`src/rtl/mem_stage.sv`:
```
// mem_stage: memory stage of the five-stage pipeline.
// Issues a request/acknowledge data-memory access for loads and stores,
// stalls the front of the pipeline while the access is outstanding, aborts
// an access that stays unacknowledged for TIMEOUT cycles, and registers the
// resolved write-back triple into MEM_WB.
// Optional feature: define MEM_ALIGN_CHECK_EN to reject accesses whose
// address is not word aligned (no request, misalign_exc pulse, bubble).
module mem_stage #(
    parameter int TIMEOUT = 16   // legal range 2..255
) (
    input  logic         clk,
    input  logic         rst,
    input  logic [105:0] EX_MEM,
    output logic         dmem_req,
    output logic         dmem_we,
    output logic [31:0]  dmem_addr,
    output logic [31:0]  dmem_wdata,
    input  logic         dmem_ack,
    input  logic [31:0]  dmem_rdata,
    output logic         mem_stall,
    output logic         dmem_timeout,
    output logic         misalign_exc,
    output logic         MEM_RegWrite,
    output logic [4:0]   MEM_WriteRegister,
    output logic [31:0]  MEM_RegWriteData,
    output logic [37:0]  MEM_WB
);

    typedef enum logic [1:0] {IDLE = 2'd0, WAIT = 2'd1, ABORT = 2'd2} state_t;

    localparam logic [7:0] LAST_WAIT = 8'(TIMEOUT - 1);

    state_t      state, stateNext;
    logic [7:0]  waitCnt, waitCntNext;

    logic        memRead, memWrite, access, misalign, accessOk;
    logic [1:0]  memToReg;
    logic [31:0] aluResult, pcPlus4, wbData;

    // EX_MEM bundle fields
    assign dmem_wdata        = EX_MEM[31:0];
    assign aluResult         = EX_MEM[63:32];
    assign MEM_WriteRegister = EX_MEM[68:64];
    assign memRead           = EX_MEM[69];
    assign memWrite          = EX_MEM[70];
    assign MEM_RegWrite      = EX_MEM[71];
    assign memToReg          = EX_MEM[73:72];
    assign pcPlus4           = EX_MEM[105:74];

    assign access    = memRead | memWrite;
    assign dmem_we   = memWrite;          // store wins when both are set
    assign dmem_addr = aluResult;

`ifdef MEM_ALIGN_CHECK_EN
    assign misalign = access & (aluResult[1:0] != 2'b00);
`else
    assign misalign = 1'b0;
`endif

    assign accessOk = access & ~misalign;

    // Reset gates req combinationally so it drops the instant rst rises.
    assign dmem_req     = accessOk & ~rst & (state != ABORT);
    assign mem_stall    = dmem_req & ~dmem_ack;
    assign dmem_timeout = (state == ABORT);
    assign misalign_exc = misalign & ~rst;

    // Forwarding value never includes load data (load-use is handled in ID).
    assign MEM_RegWriteData = memToReg[1] ? pcPlus4 : aluResult;

    // Write-back data selection
    always_comb begin
        wbData = aluResult;
        case (memToReg)
            2'b00:   wbData = aluResult;
            2'b01:   wbData = dmem_rdata;
            default: wbData = pcPlus4;
        endcase
    end

    // State and wait counter registers
    always_ff @(posedge clk or posedge rst) begin
        if (rst) begin
            state   <= IDLE;
            waitCnt <= 8'd0;
        end else begin
            state   <= stateNext;
            waitCnt <= waitCntNext;
        end
    end

    // Next-state logic: track how long the current request has been pending
    always_comb begin
        stateNext   = state;
        waitCntNext = waitCnt;
        case (state)
            IDLE: begin
                if (dmem_req && !dmem_ack) begin
                    stateNext   = WAIT;
                    waitCntNext = 8'd1;
                end
            end
            WAIT: begin
                // Losing the access while waiting can only come from upstream
                // misbehaviour; fall back to IDLE rather than hang.
                if (!accessOk || dmem_ack) begin
                    stateNext   = IDLE;
                    waitCntNext = 8'd0;
                end else if (waitCnt == LAST_WAIT) begin
                    stateNext = ABORT;
                end else begin
                    waitCntNext = waitCnt + 8'd1;
                end
            end
            ABORT: begin
                stateNext   = IDLE;
                waitCntNext = 8'd0;
            end
            default: begin
                stateNext   = IDLE;
                waitCntNext = 8'd0;
            end
        endcase
    end

    // MEM_WB register: hold while stalled, bubble on abort or misalign
    always_ff @(posedge clk or posedge rst) begin
        if (rst) begin
            MEM_WB <= '0;
        end else if (state == ABORT || misalign) begin
            MEM_WB <= '0;
        end else if (!mem_stall) begin
            MEM_WB <= {MEM_RegWrite, MEM_WriteRegister, wbData};
        end
    end

endmodule

```
`config.mk`:
```
export PLATFORM = sky130hd
export DESIGN_NAME = mem_stage
export DESIGN_NICKNAME = d
export VERILOG_FILES = /design/src/rtl/mem_stage.sv
export SDC_FILE = /design/constraint.sdc
export NUM_CORES = 1
export LEC_CHECK = 0
export ABC_AREA = 1
export CAP_MARGIN = 20
export CORE_MARGIN = 2
export CORE_UTILIZATION = 31
export CTS_BUF_LIST = sky130_fd_sc_hd__clkbuf_8
export CTS_CLUSTER_DIAMETER = 50
export DETAILED_ROUTE_END_ITERATION = 6
export GPL_ROUTABILITY_DRIVEN = 1
export GPL_TIMING_DRIVEN = 0
export PLACE_DENSITY_LB_ADDON = 0.15
export SLEW_MARGIN = 25
export SYNTH_ARGS = -nofsm -noshare
export SYNTH_HDL_FRONTEND = slang
export SYNTH_SLANG_ARGS = --single-unit
```
`constraint.sdc`:
```
create_clock -name clk -period 1.25 [get_ports clk]
set_input_delay 0.125 -clock clk [delete_from_list [all_inputs] [get_ports clk]]
set_output_delay 0.125 -clock clk [all_outputs]
set_load 0.02 [all_outputs]
```
Yosys cells after proc, flatten, opt, wreduce, memory -nomap -nowiden:

Cells that the tools add are included.

* flip-flop bits (word level): 48
* output and inout port bits: 145
* word-level logic and storage cells: 39
* bits of input ports: 141

* bitwise gates (word level): 6
* reductions and logical operators: 8
* mux-type cells: 12
* eq/ne operators: 9
* $add $sub $neg: 1

Operators with widths (count)
* 2-to-1 mux 38 bit: 2
* case mux 32 bit (2 select lines): 1
* 2-to-1 mux 32 bit: 1
* 2-to-1 mux 8 bit: 3
* case mux 8 bit (2 select lines): 1
* adder 8 x 1 -> 8 bit (second input constant): 1
* equality test 8 x 4 -> 1 bit (second input constant): 1
* 2-to-1 mux 2 bit: 3
* inequality test 3 bit (second input constant): 2
* equality test 2 x 1 -> 1 bit (second input constant): 2
* logical NOT 2 bit: 2
* inequality test 2 bit (second input constant): 2
* case mux 2 bit (2 select lines): 1
* AND reduction 2 bit: 2
* AND 1 bit: 3
* equality test 2 bit (second input constant): 1
* logical NOT 1 bit: 2
* inequality test 2 x 1 -> 1 bit (second input constant): 1
* inverter 1 bit: 2
* logical AND 1 bit: 1
* logical OR 1 bit: 1
* bitwise OR 1 bit: 1

Logic depth before layout (Yosys ltp):

* depth in word-level cells: 6
* gate-level depth with buffers: 9
* depth with buffers taken out: 9

Worst setup path after synthesis:

OpenSTA, ideal clock, no wires.

* path type: input to register
* start: input port EX_MEM[73]
* end: register MEM_WB[0]
* buffers on the path: 2
* cell stages on the path: 5
* slack: -0.034 ns
* library setup time: 0.076 ns
* arrival: 1.208 ns
* required time: 1.174 ns
* path through: buf_6 -> buf_6 -> o21ai_0 -> a22oi_1 -> o21ai_2

* word-level cells in the longest chain between the ends: 4
* elaborated cells on any way between the ends: 5
* classes of those cells: 1 x eq/ne; 3 x mux; 1 x reduce/logical

RTL lines
* from (decl): RTL line 13 `input logic [105:0] EX_MEM,`
* equality test 2 x 1 -> 1 bit / logical NOT 2 bit (equally long branches): RTL line 74 `case (memToReg)`
* case mux 32 bit (2 select lines) *: RTL line 74
* 2-to-1 mux 38 bit *: RTL line 132 `end else if (!mem_stall) begin`
* 2-to-1 mux 38 bit *: RTL line 130 `end else if (state == ABORT || misalign) begin`
* to (signal assigned): RTL line 133 `MEM_WB <= {MEM_RegWrite, MEM_WriteRegister, wbData};`
* to (decl): RTL line 26 `output logic [37:0] MEM_WB`

Every way passes the cells marked *; elsewhere a longest branch is shown, timed or not. The select of a mux whose other input is x is not followed.
A chain may end at the register's enable or synchronous reset.

Final worst setup path:

* start: register state[1]
* end: output port dmem_req

* word-level cells in the longest chain between the ends: 2

RTL lines
* from (decl): RTL line 33 `state_t state, stateNext;`
* from (signal assigned): RTL line 87 `state <= stateNext;`
* inequality test 2 bit: RTL line 63 `assign dmem_req = accessOk & ~rst & (state != ABORT);`
* AND 1 bit: RTL line 63
* to (decl): RTL line 14 `output logic dmem_req,`

Every way passes these cells.

==> flow_metrics.py <==
metrics = {
    "route": {
        "firstDrtPassIters": 4,
        "vias": 4073,
        "drtIter0Drc": 172,
        "ant_nets": 0,
        "totalWireLength_mm": 13.7,
        "wl_per_cell_um": 15.2,
        "drcViolationCount": 0,
        "viasPerCell": 4.54,
    },
    "timing": {
        "drv_slew": 0,
        "tightestPinTransition_ns": 0.521,
        "fin_skew_ns": 0.00861,
        "max-slew-margin-rel_pct": 65.2,
        "max_freq_ghz": 0.748,
        "hold_viol_final": 0,
        "timing.final.crit_share_pct": 107,
        "min_period_ns": 1.34,
        "setup_viol": 39,
        "rsz0062_at_grt": "true",
        "layout_setup_ws_ns": -0.0872,
    },
    "final_layout": {
        "num-nets-final": 899,
        "syn_to_final_growth_pct": 85.8,
        "fin_cells": 898,
        "design_area_um2": 6550,
        "drive_gt1_share_pct": 29.2,
        "num_antenna_cells": 0,
    },
    "yosys": {
        "synth-async-reset-ratio_pct": 100,
        "synthCells": 473,
        "synthAdderAreaFrac_pct": 0.355,
        "yosysWarnings": 0,
        "synth_area_leader_cell": "dfrtp_1",
        "ys_seq_area_share_pct": 34.1,
        "synthTopCellsByArea": "dfrtp_1, buf_4, nand2_1",
        "avgSynthCellArea_um2": 7.45,
        "synthesis.area_um2": 3520,
        "syn_nets": 615,
        "muxShareOfSynthArea_pct": 0,
        "yosys.area_share.simple_pct": 23.1,
        "yosys-top-cells-count": "nand2_1, buf_4, dfrtp_1",
        "synth_compound_area_share_pct": 17.5,
        "synth_most_common_cell": "nand2_1",
        "ys_ff_latch": 48,
        "synth_top_area_share_pct": 34.1,
        "synthFlopType": "dfrtp_1",
        "synth_edf_count": 0,
        "synth_top_family_by_area": "buffers and inverters",
        "synth_xor_area_share_pct": 0,
        "ys_types": 27,
    },
    "worst_setup_path": {
        "rrSetupSlack_ns": -0.08,
        "worstRegToRegCells": 8,
        "required_ns": 1.12,
        "end_kind": "output port",
        "critPathMaxStageDelay_ns": 0.42,
        "timing.rr.start": "state[0]",
        "critical_path_class": "reg2out",
        "cp_cell_sequence": "nand2_4 > buf_6 > inv_4 > nor3_2 > buf_4",
        "cp_num_buf_inv": 3,
        "startpoint_type": "flip-flop",
        "crit_slowest_cell": "dfrtp_1",
        "path_max_fanout": 3,
        "cp_top_family": "flip-flops",
        "regToRegEndpoint": "MEM_WB[29]",
        "cp.arrival_ns": 1.21,
    },
    "floorplanning": {
        "core_area_um2": 11000,
        "placementRows": 38,
        "die_width_um": 111,
        "dieArea_um2": 12200,
        "start_util_pct": 32.1,
        "ioPinCount": 286,
        "die_y_um": 111,
    },
    "run_status": {
        "violations": "negative setup slack",
        "status": "complete, but fails checks",
    },
    "global_route": {
        "grt_antenna_before_repair": 0,
        "grt_usage_pct": 21.3,
        "first_global_vias": 4252,
        "grt_pass1_wl_mm": 21.2,
        "grt-ovfl-total": 0,
        "grt_max_degree": 30,
    },
    "clocking": {
        "cts_tree": "built",
        "cts.sinks": 48,
        "htree_levels": 2,
        "insertion_delay_ns": 0.30,
        "cts_buffers": 5,
        "cts_hold_buffers": 0,
        "clk_pin_slew_worst_paths_ns": 0.10,
        "clk_path_buf_depth": 2,
        "cts_root_buf": "clkbuf_8",
    },
    "placement": {
        "place_hpwl_mm": 10.7,
        "post-place-ws_ns": -0.836,
        "place_congestion": 0.845,
        "place_inst": 864,
        "place_area_um2": 6230,
        "io_buffer_count": 250,
    },
    "power_and_ir_drop": {
        "power_mw": 5.26,
        "power.density_nw_per_um2": 803,
        "p_leak_nw": 3.32,
        "ir_worst_vdd_uv": 479,
    },
    "flow_run": {
        "drv_cap": 0,
    },
    "worst_hold_path": {
        "min_path_type": "in2async",
    },
}
[worst max path at each step]
stage | cells past startpoint | end | start | slack, ns
5_1_grt | 5 | dmem_req | state[1] | -0.15
3_5_place_dp | 7 | mem_stall | EX_MEM[70] | -0.84
2_1_floorplan | 5 | MEM_WB[0] | EX_MEM[73] | -0.03
4_1_cts | 9 | MEM_WB[28] | state[0] | -0.14
6_report | 5 | dmem_req | state[1] | -0.09
3_3_place_gp | 7 | mem_stall | EX_MEM[70] | -0.82
[area by class of cell]
cell class | count | area (um^2)
fillers | 1045 | 4430
repair buffers | 277 | 2570
multi-input cells | 283 | 1570
flip-flops and latches | 48 | 1200
plain buffers | 93 | 722
inverters | 49 | 193
well taps | 140 | 175
clock buffers | 5 | 68.8
clock inverters | 3 | 42.5
[timing repair]
item | 4_1_cts | 5_1_grt
endpoints found under the setup margin | 159 | 69
gates cloned | 3 | 0
pin swaps | 5 | 4
resized for setup | 267 | 42
setup buffers | 18 | 8
[report_power, final]
part / total (mW) / switching [mW] / leakage, nW / internal, mW
Combinational: 2.29 / 1.17 / 2.67 / 1.13
Sequential: 1.80 / 0.0971 / 0.602 / 1.70
Clock: 1.16 / 0.569 / 0.0541 / 0.593
[registers in the layout (all words and copies together), names as in the netlist]
name and count:
MEM_WB 38, waitCnt 8, state 2
[cells by family after synthesis]
kind of cell	Yosys count
simple gates	183
buf+inv	142
compound gates	98
flops	48
fa+ha+maj	1
other cells	1
[layout by cell type (no fill, tap or decap), types with 5 or more instances in the layout]
| master | Yosys | routed |
|---|---|---|
| clkdlybuf4s50_1 | 0 | 135 |
| nand2_1 | 129 | 122 |
| buf_4 | 79 | 99 |
| dlygate4sd2_1 | 0 | 80 |
| dfrtp_1 | 48 | 46 |
| inv_1 | 46 | 42 |
| buf_2 | 6 | 33 |
| o21ai_1 | 31 | 32 |
| a22oi_1 | 32 | 32 |
| o21ai_2 | 12 | 21 |
| nand3_1 | 17 | 16 |
| nand2_2 | 12 | 15 |
| o21ai_0 | 22 | 12 |
| nor2_1 | 9 | 7 |
| buf_6 | 3 | 7 |
| nand4_1 | 6 | 6 |
| buf_12 | 1 | 5 |
| clkbuf_8 | 0 | 5 |
[metrics by stage]
step / setup TNS, ns / hold WS (ns) / util [%]
after floorplan: -0.172 / 0.155 / -
after global placement: -45.31 / 0.463 / 56.6
after detailed placement: -35.04 / 0.467 / 56.7
after CTS: -4.04 / 0.0898 / 59.2
after global routing: -4.63 / 0.106 / 59.6
final: -2.24 / 0.0716 / 59.6
[per-layer routing]
layer	vias to the layer above	GRT usage (%)	part of all wire [%]
met5	-	0	0
met3	18	6.75	7.5
met1	1880	22.4	36
li1	2031	-	-
met2	144	41.3	55
met4	0	3.92	1.5
Power figures use the tool's default switching activity.
